`src/rtl/sfq_pkg.sv`:
```
// ============================================================================
// Module      : sfq_pkg
// Description : Shared constants and saturating-add helper for SFQ decoders.
// Revision    : 1.0 - initial release
// ============================================================================
`default_nettype none

package sfq_pkg;

    localparam int SFQ_CNT_W   = 8;
    localparam int SFQ_WINDOW  = 16;
    localparam int SFQ_MIN_GAP = 2;

    // Adds inc to a, clamping at the all-ones value of a w-bit counter.
    function automatic logic [31:0] sat_add(
        input logic [31:0] a,
        input logic        inc,
        input int          w
    );
        logic [31:0] max_v;
        max_v = (w >= 32) ? 32'hFFFF_FFFF : ((32'd1 << w) - 32'd1);
        if (inc && (a != max_v)) begin
            sat_add = a + 32'd1;
        end else begin
            sat_add = a;
        end
    endfunction

endpackage

`default_nettype wire

```
`src/rtl/sfq_toggle_sync.sv`:
```
// ============================================================================
// Module      : sfq_toggle_sync
// Description : Three-flop synchroniser turning a toggle-encoded line into a
//               one-cycle pulse strobe.
// Revision    : 1.0 - initial release
// ============================================================================
`default_nettype none

module sfq_toggle_sync (
    input  logic clk,
    input  logic rst,
    input  logic i_din,
    output logic o_p
);

    logic r_s1;
    logic r_s2;
    logic r_prev;

    // During reset the whole chain tracks din so a static level never
    // looks like an edge once reset is released.
    always_ff @(posedge clk) begin
        if (rst) begin
            r_s1   <= i_din;
            r_s2   <= i_din;
            r_prev <= i_din;
        end else begin
            r_s1   <= i_din;
            r_s2   <= r_s1;
            r_prev <= r_s2;
        end
    end

    assign o_p = r_s2 ^ r_prev;

endmodule

`default_nettype wire

```
`src/rtl/sfq_toggle_decoder.sv`:
```
// ============================================================================
// Module      : sfq_toggle_decoder
// Description : Recovers SFQ pulses from a toggle-encoded line; per-window
//               pulse count, divide-by-2 toggle output and spacing checker.
// Revision    : 1.0 - initial release
// ============================================================================
`default_nettype none

module sfq_toggle_decoder
    import sfq_pkg::*;
#(
    parameter int CNT_W   = SFQ_CNT_W,
    parameter int WINDOW  = SFQ_WINDOW,
    parameter int MIN_GAP = SFQ_MIN_GAP
) (
    input  logic             clk,
    input  logic             rst,
    input  logic             din,
    output logic [CNT_W-1:0] cnt_out,
    output logic             cnt_valid,
    output logic             sat,
    output logic             q,
    output logic             gap_err
);

    localparam int               c_WIN_W   = (WINDOW > 1) ? $clog2(WINDOW) : 1;
    localparam int               c_GAP_W   = $clog2(MIN_GAP + 1);
    localparam logic [CNT_W-1:0] c_CNT_MAX = '1;

    logic                 w_p;
    logic                 w_last;
    logic                 w_ovf;
    logic [CNT_W-1:0]     w_acc_inc;

    logic [c_WIN_W-1:0]   r_win;
    logic [CNT_W-1:0]     r_acc;
    logic                 r_satbit;
    logic                 r_h;
    logic [c_GAP_W-1:0]   r_gap;
    logic [CNT_W-1:0]     r_cnt_out;
    logic                 r_cnt_valid;
    logic                 r_sat;
    logic                 r_q;
    logic                 r_gap_err;

    sfq_toggle_sync u_sync (
        .clk   (clk),
        .rst   (rst),
        .i_din (din),
        .o_p   (w_p)
    );

    assign w_last    = (r_win == c_WIN_W'(WINDOW - 1));
    assign w_acc_inc = CNT_W'(sat_add(32'(r_acc), w_p, CNT_W));
    assign w_ovf     = w_p && (r_acc == c_CNT_MAX);

    always_ff @(posedge clk) begin
        if (rst) begin
            r_win       <= '0;
            r_acc       <= '0;
            r_satbit    <= 1'b0;
            r_h         <= 1'b0;
            r_gap       <= c_GAP_W'(MIN_GAP);
            r_cnt_out   <= '0;
            r_cnt_valid <= 1'b0;
            r_sat       <= 1'b0;
            r_q         <= 1'b0;
            r_gap_err   <= 1'b0;
        end else begin
            r_win <= w_last ? '0 : r_win + c_WIN_W'(1);

            // A pulse on the closing cycle is folded into the closing window.
            if (w_last) begin
                r_cnt_out   <= w_acc_inc;
                r_sat       <= r_satbit | w_ovf;
                r_cnt_valid <= 1'b1;
                r_acc       <= '0;
                r_satbit    <= 1'b0;
            end else begin
                r_cnt_valid <= 1'b0;
                r_acc       <= w_acc_inc;
                if (w_ovf) begin
                    r_satbit <= 1'b1;
                end
            end

            if (w_p) begin
                r_h <= ~r_h;
                if (r_h) begin
                    r_q <= ~r_q;
                end
            end

            // Gap counter reads (spacing - 1) when the next pulse arrives.
            if (w_p) begin
                if (r_gap < c_GAP_W'(MIN_GAP)) begin
                    r_gap_err <= 1'b1;
                end
                r_gap <= '0;
            end else if (r_gap < c_GAP_W'(MIN_GAP)) begin
                r_gap <= r_gap + c_GAP_W'(1);
            end
        end
    end

    assign cnt_out   = r_cnt_out;
    assign cnt_valid = r_cnt_valid;
    assign sat       = r_sat;
    assign q         = r_q;
    assign gap_err   = r_gap_err;

endmodule

`default_nettype wire

```
`config.mk`:
```
export PLATFORM = sky130hd
export DESIGN_NAME = sfq_toggle_decoder
export DESIGN_NICKNAME = d
export VERILOG_FILES = /design/src/rtl/sfq_pkg.sv /design/src/rtl/sfq_toggle_sync.sv /design/src/rtl/sfq_toggle_decoder.sv
export SDC_FILE = /design/constraint.sdc
export NUM_CORES = 1
export LEC_CHECK = 0
export ABC_AREA = 1
export CAP_MARGIN = 5
export CORE_MARGIN = 2
export CORE_UTILIZATION = 43
export DETAILED_ROUTE_END_ITERATION = 7
export DONT_BUFFER_PORTS = 1
export SETUP_SLACK_MARGIN = 0.4
export SYNTH_ARGS = -nofsm -noshare
export SYNTH_HDL_FRONTEND = slang
export SYNTH_SLANG_ARGS = --single-unit
export TNS_END_PERCENT = 5
```
`constraint.sdc`:
```
create_clock -name clk -period 1.23 [get_ports clk]
set_input_delay 0.1845 -clock clk [delete_from_list [all_inputs] [get_ports clk]]
set_output_delay 0.1845 -clock clk [all_outputs]
set_load 0.01 [all_outputs]
```
==> out/results.txt <==
Status = finished with violations
Failing checks = negative setup slack
Total number of vias = 1037
Largest net degree at the start of global routing = 14
Maximum VDD drop = 0.682 mV
Core area = 0.00276 mm²
Synth warn = 0
Total nets after synthesis = 166
Clock Sinks = 31
Fmax = 799 MHz
Row cnt = 19
Share of layout cells above drive strength 1 = 30.1%
Clk_lat worst skew = 330 ps
Die H = 57.7 µm
DRT Pass-1 Iters = 4
Synth Cell Area = 0.00124 mm²
Area grow syn2layout = 21.3%
Die ar. = 0.00333 mm²
Fin. max-slew vios = 0
Maximum root-to-sink buffer count = 2
Vias in the first global route = 1018
HPWL after detailed placement = 1640 µm
Mapped Cells = 161
Drt wl/cell = 12.1 µm
Post-DP Area = 0.00132 mm²
Routability congestion estimate = 0.760
Critical path launch point type = flop
Initial Util = 45.0%
Initial antenna violation count = 0
Leakage = 0.663 nW
Final period util = 102%
Power per Cell Area = 1210 mW/mm²
Final Cell Area = 0.00151 mm²
Final worst slack = -22.1 ps
Kind of end point of the critical path = flop
Residual DRC count = 0
Hold Path Class = in2reg
CTS clock-pin slew for the worst setup and hold paths = 80 ps
GRT Overall Usage = 17.7%
Fraction of the mapped netlist area in simple logic gates = 35.5%
# setup viols final = 6
Number of vias per cell = 5.08
Post-synthesis sequential element count = 31
Post-synthesis xor/xnor area fraction = 2.12%
CTS buffer count = 5
Compound-gate portion of the synthesized area = 4.84%
PortBufs = 0
Post-synthesis mux area share = 0%
Main combinational cell family by area after synthesis = simple AND/OR/NAND/NOR gates
Tmin final = 1250 ps
CTS tree = done
Critical path class = reg2reg
Fillers = 252
Final hold violation count = 0
Post-Place Cells = 194
Arrival @ worst endpoint = 1480 ps
DRT iter0 DRCs = 27
Count of nets after finishing = 179
H-tree depth = 2
Post-synthesis adder-cell area fraction = 2.02%
CTS Root Cell = clkbuf_4
Slew Limit Headroom = 85.2%
Total wire length = 2470 µm
Register area share after synthesis = 50.0%
# diodes = 0
Worst-margin pin slew = 220 ps
Num ports = 15
First-pass GRT wire length = 4420 µm
Post-DRT Antenna Nets = 0
RSZ-0062 raised after global routing = yes
Gr ovfl total = 0
Worst-path maximum fanout = 5
Clock Skew = 7.97 ps
Avg Inst Size Synth = 7.71 µm²
Max-Cap Viols = 0
Worst path required time = 1460 ps
Netlist cell types = 24
Final Non-Filler Cells = 204
Horiz. Die Dim = 57.7 µm
==> where the power goes <==
group | total (mW) | switching, mW | internal, mW
combinational | 0.206 | 0.116 | 0.0901
sequential | 1.10 | 0.0445 | 1.05
clock | 0.514 | 0.311 | 0.203
==> synthesized netlist by cell type, drive strengths merged <==
cell / instances / share of area [%]
a211oi: 1 / 0.61
nand2: 62 / 20
buf: 2 / 1.3
xnor2: 1 / 0.71
inv: 13 / 3.9
a21oi: 6 / 2.4
nand4: 2 / 1.0
nand3b: 1 / 0.61
ha: 2 / 2.0
o21a: 1 / 0.61
o21ai: 3 / 1.2
nor2: 15 / 6.1
dfxtp: 31 / 50
clkinv: 1 / 0.30
or2: 1 / 0.50
nand3: 16 / 6.5
nor3: 1 / 0.40
xor2: 2 / 1.4
==> through the flow <==
step                      setup TNS, ps  hold WS [ps]  util, %  setup WS, ps  power (mW)
after global routing              -1490          10.9     54.6          -132        1.92
after floorplan                       0           212        -          87.4        1.23
after CTS                         -26.0          33.8     53.5         -10.5        1.83
after global placement            -1.76           212     47.8         -1.76        1.25
final                             -61.6          31.9     54.6         -22.1        1.82
after detailed placement           -483           212     47.8         -54.5        1.26
==> cell usage in the layout (no fill, tap or decap), types with 2 or more instances in the layout <==
master / netlist / final
inv_1: 12 / 10
clkbuf_4: 0 / 5
a21oi_1: 6 / 5
nor2_1: 11 / 10
ha_4: 0 / 2
nand2_1: 58 / 54
buf_4: 0 / 3
dlygate4sd3_1: 0 / 2
xor2_1: 2 / 2
inv_2: 1 / 2
nand2_2: 2 / 5
dfxtp_1: 31 / 15
nor2_4: 2 / 4
nand4_1: 2 / 2
nand3_1: 16 / 14
dfxtp_2: 0 / 15
nand2_4: 2 / 4
o21ai_0: 3 / 2
==> final timing paths <==
check,startpoint,to,slack [ps],cells past startpoint
worst max-delay path,r_acc[0],cnt_out[2],-20,8
worst min-delay path,rst,cnt_valid,30,2
worst max register to register,r_acc[0],cnt_out[2],-20,8
worst min register to register,u_sync.r_s1,u_sync.r_s2,440,2
==> kinds of logic after synthesis <==
family / count (synthesis)
compound gates: 11
buf+inv: 16
fa+ha+maj: 2
flops: 31
xor+xnor: 3
simple gates: 98
==> sequential cells by signal, indices dropped and copies added (netlist names), 2 cells and up <==
| register | count |
|---|---|
| r_gap | 2 |
| r_acc | 8 |
| cnt_out | 8 |
| r_win | 4 |
==> worst max-delay path: stages (launching register included) <==
cell and delay [ps]:
dfxtp_4 380, ha_4 150, nand2_4 70, nor2_4 170, nand2_4 110, nand3_1 110, nand2_1 70, nand2_1 50
nand2_1 40
==> area by class of cell <==
cell class | instances | area [µm²] | area share [%]
repair buffers | 7 | 68.8 | 4.57
inverters | 14 | 61.3 | 4.07
well taps | 31 | 38.8 | 2.58
clock buffers | 6 | 41.3 | 2.74
multi-input cells | 115 | 652 | 43.3
flip-flops and latches | 31 | 643 | 42.7
==> layer usage <==
metal	vias up	track usage, %	part of all wire, %
met1	466	20.8	46
met2	23	26.9	47
met5	-	0	0
met4	0	14.0	3.3
met3	10	5.13	4.1
li1	538	-	-
==> timing repair <==
| item | 4_1_cts | 5_1_grt |
|---|---|---|
| pin swaps | 11 | 5 |
| gates cloned | 1 | 0 |
| hold buffers | 2 | 0 |
| endpoints found under the hold margin | 5 | 0 |
| gates resized for setup | 35 | 6 |
| setup endpoints to repair | 40 | 40 |
| buffers inserted | 1 | 0 |
(Power assumes the default switching activity.)
